File: config.mk
export PLATFORM = sky130hd
export DESIGN_NAME = servo_cmd_sequencer
export DESIGN_NICKNAME = d
export VERILOG_FILES = /design/src/rtl/servo_pkg.sv /design/src/rtl/servo_arb2.sv /design/src/rtl/servo_cmd_sequencer.sv
export SDC_FILE = /design/constraint.sdc
export NUM_CORES = 1
export LEC_CHECK = 0
export ABC_CLOCK_PERIOD_IN_PS = 7200
export CAP_MARGIN = 20
export CORE_AREA = 2 2 105 97
export CTS_CLUSTER_SIZE = 14
export DETAILED_ROUTE_END_ITERATION = 7
export DIE_AREA = 0 0 107 99
export GPL_TIMING_DRIVEN = 0
export HOLD_SLACK_MARGIN = 0.05
export PLACE_DENSITY_LB_ADDON = 0.2
export SLEW_MARGIN = 20
export SYNTH_ARGS = -nofsm -noshare
export SYNTH_HDL_FRONTEND = slang
export SYNTH_SLANG_ARGS = --single-unit
File: constraint.sdc
create_clock -name clk -period 7.2 [get_ports clk]
set_input_delay 2.16 -clock clk [delete_from_list [all_inputs] [get_ports clk]]
set_output_delay 2.16 -clock clk [all_outputs]
set_load 0.05 [all_outputs]
File: src/rtl/servo_pkg.sv
// Shared constants and types for the sorter servo command sequencer.
package servo_pkg;

    localparam int unsigned NUM_SERVOS = 5;

    localparam int unsigned POS_LOW  = 160;
    localparam int unsigned POS_MID  = 355;
    localparam int unsigned POS_HIGH = 800;

    localparam int unsigned RED_BLUE    = 0;
    localparam int unsigned GREEN_OTHER = 1;
    localparam int unsigned BIN_RECYCLE = 2;
    localparam int unsigned RED         = 3;
    localparam int unsigned GREEN_BLUE  = 4;

    typedef enum logic [1:0] {
        POS_CODE_LOW     = 2'd0,
        POS_CODE_MID     = 2'd1,
        POS_CODE_HIGH    = 2'd2,
        POS_CODE_RELEASE = 2'd3
    } posCode_t;

    typedef enum logic [1:0] {
        IDLE = 2'd0,
        MOVE = 2'd1,
        DONE = 2'd2
    } seqState_t;

endpackage

File: src/rtl/servo_arb2.sv
// Two-requester grant logic: fixed sort priority, or round-robin when
// SERVO_SEQ_RR_EN is defined.
module servo_arb2 (
    input  logic clk,
    input  logic rst,
    input  logic sortReq,
    input  logic maintReq,
    input  logic accept,
    output logic grantSort,
    output logic grantMaint
);

`ifdef SERVO_SEQ_RR_EN
    logic lastMaint;

    // Resets to "maint served last" so sort wins the first tie.
    always_ff @(posedge clk) begin
        if (rst) begin
            lastMaint <= 1'b1;
        end else if (accept) begin
            lastMaint <= grantMaint;
        end
    end

    always_comb begin
        grantSort  = sortReq && (!maintReq || lastMaint);
        grantMaint = maintReq && (!sortReq || !lastMaint);
    end
`else
    logic unusedArb;
    assign unusedArb = ^{clk, rst, accept};

    always_comb begin
        grantSort  = sortReq;
        grantMaint = maintReq && !sortReq;
    end
`endif

endmodule

File: src/rtl/servo_cmd_sequencer.sv
// Arbitrates sort/maintenance servo move commands, drives servo select/position
// registers and signals completion after a settle time. Optional: SERVO_SEQ_RR_EN.
module servo_cmd_sequencer
    import servo_pkg::*;
#(
    parameter int unsigned SETTLE_CYCLES = 25000000,
    parameter int unsigned POS_W         = 10
) (
    input  logic                        clk,
    input  logic                        rst,
    input  logic                        sort_valid,
    input  logic [2:0]                  sort_servo,
    input  logic [1:0]                  sort_pos,
    output logic                        sort_ready,
    output logic                        sort_done,
    input  logic                        maint_valid,
    input  logic [2:0]                  maint_servo,
    input  logic [1:0]                  maint_pos,
    output logic                        maint_ready,
    output logic                        maint_done,
    output logic [NUM_SERVOS-1:0]       servo_sel,
    output logic [NUM_SERVOS*POS_W-1:0] servo_pos,
    output logic                        busy,
    output logic                        cmd_err
);

    localparam int unsigned CNT_W = (SETTLE_CYCLES > 1) ? $clog2(SETTLE_CYCLES) : 1;

    seqState_t                  state, stateNext;
    logic [CNT_W-1:0]           cnt, cntNext;
    logic [NUM_SERVOS-1:0]      selQ, selNext;
    logic [NUM_SERVOS*POS_W-1:0] posQ, posNext;
    logic                       reqMaintQ, reqMaintNext;
    logic                       sortDoneQ, sortDoneNext;
    logic                       maintDoneQ, maintDoneNext;
    logic                       errQ, errNext;
    logic                       busyQ;

    logic                       grantSort, grantMaint;
    logic                       canAccept, accept;
    logic [2:0]                 cmdServo;
    posCode_t                   cmdCode;
    logic [POS_W-1:0]           codePos;

    servo_arb2 uArb (
        .clk        (clk),
        .rst        (rst),
        .sortReq    (sort_valid),
        .maintReq   (maint_valid),
        .accept     (accept),
        .grantSort  (grantSort),
        .grantMaint (grantMaint)
    );

    assign canAccept   = (state == IDLE) && !rst;
    assign sort_ready  = canAccept && grantSort;
    assign maint_ready = canAccept && grantMaint;
    assign accept      = sort_ready || maint_ready;

    assign cmdServo = grantMaint ? maint_servo : sort_servo;
    assign cmdCode  = posCode_t'(grantMaint ? maint_pos : sort_pos);

    always_comb begin
        codePos = POS_W'(POS_MID);
        case (cmdCode)
            POS_CODE_LOW:  codePos = POS_W'(POS_LOW);
            POS_CODE_HIGH: codePos = POS_W'(POS_HIGH);
            default:       codePos = POS_W'(POS_MID);
        endcase
    end

    always_comb begin
        stateNext     = state;
        cntNext       = cnt;
        selNext       = selQ;
        posNext       = posQ;
        reqMaintNext  = reqMaintQ;
        errNext       = 1'b0;
        sortDoneNext  = 1'b0;
        maintDoneNext = 1'b0;

        unique case (state)
            IDLE: begin
                if (accept) begin
                    reqMaintNext = grantMaint;
                    if (cmdServo >= 3'(NUM_SERVOS)) begin
                        errNext   = 1'b1;
                        stateNext = DONE;
                    end else if (cmdCode == POS_CODE_RELEASE) begin
                        selNext[cmdServo] = 1'b0;
                        stateNext         = DONE;
                    end else begin
                        selNext[cmdServo]                   = 1'b1;
                        posNext[POS_W*cmdServo +: POS_W]    = codePos;
                        stateNext                           = MOVE;
                    end
                end
            end
            MOVE: begin
                if (cnt == CNT_W'(SETTLE_CYCLES - 1)) begin
                    cntNext   = '0;
                    stateNext = DONE;
                end else begin
                    cntNext = cnt + CNT_W'(1);
                end
            end
            DONE: begin
                stateNext = IDLE;
            end
            default: begin
                stateNext = IDLE;
            end
        endcase

        // Done is registered so it lands exactly in the DONE cycle.
        if (stateNext == DONE) begin
            sortDoneNext  = !reqMaintNext;
            maintDoneNext = reqMaintNext;
        end
    end

    always_ff @(posedge clk) begin
        if (rst) begin
            state      <= IDLE;
            cnt        <= '0;
            selQ       <= '0;
            posQ       <= {NUM_SERVOS{POS_W'(POS_MID)}};
            reqMaintQ  <= 1'b0;
            sortDoneQ  <= 1'b0;
            maintDoneQ <= 1'b0;
            errQ       <= 1'b0;
            busyQ      <= 1'b0;
        end else begin
            state      <= stateNext;
            cnt        <= cntNext;
            selQ       <= selNext;
            posQ       <= posNext;
            reqMaintQ  <= reqMaintNext;
            sortDoneQ  <= sortDoneNext;
            maintDoneQ <= maintDoneNext;
            errQ       <= errNext;
            busyQ      <= (stateNext != IDLE);
        end
    end

    assign servo_sel  = selQ;
    assign servo_pos  = posQ;
    assign sort_done  = sortDoneQ;
    assign maint_done = maintDoneQ;
    assign cmd_err    = errQ;
    assign busy       = busyQ;

endmodule
Word level (Yosys, flattened, before mapping)
Cells that the tools add are included.

Add/subtract/negate cells: 2. Multipliers: 1. $lt $le $gt $ge: 3. Eq/ne operators: 5. Shifts and indexed selects: 2. Multiplexer cells: 16. Bitwise gates (word level): 8. Reduce and logical (&&, ||, !) cells: 16.

Operator list (count): bitwise mux 50 bit (1); variable shift 10 x 34 -> 50 bit, first input constant (1); indexed part select 10 x 34 -> 50 bit (1); negator 7 -> 34 bit (1); adder 25 x 1 -> 25 bit, second input constant (1); == test 25 bit, second input constant (1); two-way mux 25 bit (1); case mux 10 bit (2 select lines) (1); two-way mux 2 bit (5); == test 2 bit, second input constant (3); multiplier 3 x 3 -> 6 bit, first input constant (1); AND 5 bit (1); logical AND 1 bit (5); two-way mux 5 bit (1); inverter 1 bit (5); inverter 5 bit (1); OR 5 bit (1); logical NOT 2 bit (2); < comparator 3 x 4 -> 1 bit, second input constant (1); two-way mux 1 bit (4); case mux 2 bit (2 select lines) (1); AND reduction 4 bit (1); demux 1 bit (select 3 bit) (1); >= comparator 3 x 1 -> 1 bit, second input constant (1); 9 further kinds (11).

Register bits: 87. Input bits: 14. Output and inout bits: 61.

Logic depth before layout (Yosys ltp)
Depth in word-level cells: 11. Gate-level depth with buffers: 18. Mapped depth without buffers: 16.

Modules after synthesis
A second synthesis with hierarchy kept.

Cells, all modules: 620. Area, all modules: 4981.0 µm².

By module, submodules not included: servo_cmd_sequencer (times used 1, cells an instance 618, area each 4959.8 µm², seq. area each 1741.7 µm²); servo_arb2 (times used 1, cells an instance 2, area each 21.3 µm², seq. area each 0.0 µm²).

Least setup slack after synthesis
No wires, ideal clock.

Path type: input-to-reg. From: input port sort_valid. To: register posQ[24] (netlist: servo_pos[24]). Setup time: 0.071 ns. Arrival: 5.750 ns. Slack: 1.379 ns. Cell stages on the path: 18. Cells stage by stage: nand2b_1 -> buf_4 -> a21oi_4 -> inv_1 -> buf_2 -> ha_1 -> ha_1 -> ha_1 -> clkbuf_1 -> nor2_1 -> ha_1 -> and3_1 -> and2_0 -> buf_2 -> buf_4 -> o2111ai_1 -> a2111o_1 -> a21oi_1.

Word-level cells in the longest chain between the ends: 7. Elaborated cells between the ends (all ways): 20.

Ends and longest elaborated chain: from (decl) (RTL line servo_cmd_sequencer.sv:11) `input logic sort_valid,`; logical NOT 1 bit (RTL line servo_arb2.sv:35) `grantMaint = maintReq && !sortReq;`; logical AND 1 bit (RTL line servo_arb2.sv:35); two-way mux 3 bit or two-way mux 2 bit (tied branches) (RTL line servo_cmd_sequencer.sv:60, servo_cmd_sequencer.sv:61); multiplier 3 x 3 -> 6 bit, or another cell as far along (RTL line servo_cmd_sequencer.sv:94) `posNext[POS_W*cmdServo +: POS_W] = codePos;`; negator 7 -> 34 bit or case mux 10 bit (2 select lines) (tied branches) (RTL line servo_cmd_sequencer.sv:94, servo_cmd_sequencer.sv:65); indexed part select 10 x 34 -> 50 bit or variable shift 10 x 34 -> 50 bit (tied branches) (RTL line servo_cmd_sequencer.sv:94); bitwise mux 50 bit (RTL line servo_cmd_sequencer.sv:94); to (signal assigned) (RTL line servo_cmd_sequencer.sv:127) `posQ <= {NUM_SERVOS{POS_W'(POS_MID)}};`; to (signal assigned) (RTL line servo_cmd_sequencer.sv:137) `posQ <= posNext;`; to (decl) (RTL line servo_cmd_sequencer.sv:32) `logic [NUM_SERVOS*POS_W-1:0] posQ, posNext;`.

Parallel ways exist; a longest one is shown, timed or not. A chain may end at the register's enable or synchronous reset.

Worst setup path in the final report
Same ends and word-level chain as after synthesis.

==> results.toml <==
[run_status]
status = "finished, final reports clean"

[synth]
yosysUniqueCellTypes = 80
synth-edff-count = 0
synth.avg_cell_area_um2 = 8.26
ys_async_sr_fraction_pct = 0
synth_flop_cell = "dfxtp_1"
synthCells = 619
yosysTopAreaCell = "dfxtp_1"
ys_ff_latch = 87
netlist_top_cells_area = "dfxtp_1, mux2i_1, nor2_1"
synth_top_area_share_pct = 34.1
synth.yosys.seq_area_share_pct = 34.1
synth_nets = 639
yosys_warnings = 0
netlist_area_mm2 = 0.00511

[clock_network]
clock-sinks = 87
clk_latency_ns = 0.37
postCtsSetupRepairBufs = 0
h-tree-depth = 3
cts_tree = "built"
postCtsResizedCells = 2
ctsHoldBuffers = 0
path_clk_slew_ns = 0.10
cts_buffers = 9
cts.path.max_buffers = 2
cts_root_buf = "clkbuf_8"

[routing]
initialDrtViolationCount = 529
via_count = 5309
wirelength_um = 18100
route.detailed.drc = 0
ant_nets = 0
routedWlPerCell_um = 21.7
first_pass_iters = 6
viasPerCell = 6.36

[floorplan]
core-area_mm2 = 0.00949
die_h_um = 99
initial_core_util_pct = 53.9
die_w_um = 107
std_cell_rows = 34
die_area_mm2 = 0.0106
ios = 75

[grt]
grt_max_degree = 17
globalRouteMet3Util_pct = 8.93
grt_overflow_total = 0
grt.busiest_layer = "met2"
use_met2_pct = 55.0
grt_pass1_wl_um = 28100
gr-usage-met1_pct = 44.8
antenna_found_initial = 0
grt_util_all_layers_pct = 35.0
grt_pass1_vias = 5160

[power]
p_leak_uw = 0.00233
peakVddDrop_uv = 177
netSwitchingFraction_pct = 36.8
p_comb_share_pct = 30.0
switching_power_uw = 469
p_seq_share_pct = 39.1
pwr-share-clk_pct = 30.9
total_power_uw = 1270
power_density_mw_per_mm2 = 204
p_int_uw = 804

[timing]
skew_ns = 0.0110
hold_viol_final = 0
finalCriticalPeriod_ns = 6.95
slew_violations = 0
maxSlewHeadroom_pct = 44.5
finalCritPeriodShare_pct = 96.6
worst_pin_slew_ns = 0.833
timing.fmax_mhz = 144
setup_viol = 0
rsz0062_at_grt = "false"

[setup_path]
crit_fanout = 11
cp-start-kind = "input pin"
critPathCaptureType = "flop"
cp_common_cell = "ha_1"
crit_arrival_ns = 7.26
cpPeakStageDelay_ns = 0.57
path_class = "in2reg"
cp_cell_sequence = "clkdlybuf4s50_1 > nand2b_1 > buf_4 > a21oi_4 > inv_1 > buf_2 > ha_1 > ha_1 > ha_1 > clkbuf_4 > nor2_1 > ha_1 > and3_1 > and2_0 > buf_2 > buf_4 > o2111ai_1 > a2111o_1 > a21oi_1"
cpMaxStageDelayCell = "clkdlybuf4s50_1"
required_ns = 7.50

[placed_design]
portBuffers = 74
gp_congestion = 1.02
place_inst = 819
place.detailed.hpwl_um = 13800

[flow_run]
cap_viol_max_count = 0

[cells_and_area]
nNetsFinal = 724
finalNonFillerCells = 835
final_cell_mix = "nor2_1, dfxtp_1, clkdlybuf4s50_1"
layout_commonest_cell = "nor2_1"
area_growth_pct = 22.2
drive_gt1_share_pct = 8.18
antenna_cells = 0

[worst_hold_path]
min_path_type = "reg2reg"
-- cells in the mapped netlist (3+ instances only) --
library cell,count
nor2_1,92
dfxtp_1,87
nand2_1,53
mux2i_1,36
nand3_1,29
a21oi_1,25
clkbuf_1,21
nor3_1,21
o21ai_0,20
xor2_1,20
nor2b_1,18
a211o_1,14
nand4_1,10
and3_1,9
inv_1,9
and2_1,8
or3_1,8
xnor2_1,8
ha_1,6
nand2b_1,6
o2111ai_1,6
a31oi_1,5
buf_2,5
o21a_1,5
a211oi_1,4
and4_1,4
o22ai_1,4
o31ai_1,4
o32ai_1,4
or2_2,4
maj3_1,3
mux2_2,3
nor4_1,3
o211ai_1,3
o21ai_1,3
o32a_1,3
-- critical path, delay by kind of cell --
kind,cells,cell delay [ns]
compound gates,4,1.14
simple gates,4,0.73
buf+inv,7,1.91
fa+ha+maj,4,1.27
-- area by class of cell --
cell class / instances / area, µm²
clock buffers: 9 / 124
flip-flops and latches: 87 / 1740
multi-input cells: 493 / 3210
fillers: 805 / 3240
plain buffers: 30 / 138
repair buffers: 74 / 741
well taps: 126 / 158
clock inverters: 7 / 101
inverters: 9 / 33.8
-- worst paths after layout --
check | startpoint | depth (start not counted) | slack (ns) | endpoint
max | sort_valid | 19 | 0.25 | servo_pos[24]$_SDFFE_PP0P_
min | servo_pos[22]$_SDFFE_PP0P_ | 2 | 0.46 | servo_pos[22]$_SDFFE_PP0P_
max reg2reg | state[1]$_SDFF_PP0_ | 9 | 4.57 | servo_pos[24]$_SDFFE_PP0P_
min reg2reg | servo_pos[22]$_SDFFE_PP0P_ | 2 | 0.46 | servo_pos[22]$_SDFFE_PP0P_
-- cell families (layout without fill, tap and decap cells) --
logic type | Yosys count | in the layout | share of synthesized area, %
and+or+nand+nor | 285 | 285 | 28.5
muxes | 42 | 42 | 8.42
buffers and inverters | 39 | 129 | 3.28
adders and majority gates | 9 | 9 | 2.06
DFF | 87 | 87 | 34.1
AOI/OAI and AO/OA | 129 | 129 | 18.9
xor gates and xnor gates | 28 | 28 | 4.80
-- state kept, by name, indices dropped and copies added, names as in the netlist, named ones only --
name        count
servo_pos      50
cnt            25
state           2
busy            1
cmd_err         1
maint_done      1
reqMaintQ       1
sort_done       1
-- per-stage QoR --
stage	TNS (ns)	setup WS [ns]	instance area (µm²)	hold slack (ns)	utilization, %
after CTS	0	0.133	6250	0.464	65.9
after global placement	-5.39	-0.558	6010	0.441	63.4
final	0	0.247	6250	0.460	65.9
after detailed placement	-5.81	-0.498	6010	0.452	63.4
after global routing	0	0.0159	6250	0.490	65.9
after floorplan	0	1.38	5110	0.454	-
-- routing by layer --
metal	vias up	part of all wire (%)
met5	-	0
met4	0	4.7
met3	69	9.8
li1	2428	-
met2	309	45
met1	2503	40
-- power groups by stage --
stage | sequential, µW | combinational (µW) | clock [µW]
3_5_place_dp | 509 | 366 | 0
5_1_grt | 499 | 401 | 418
2_1_floorplan | 541 | 211 | 0
3_3_place_gp | 508 | 367 | 0
4_1_cts | 498 | 369 | 398
6_report | 498 | 382 | 393
(Power assumes the default switching activity.)
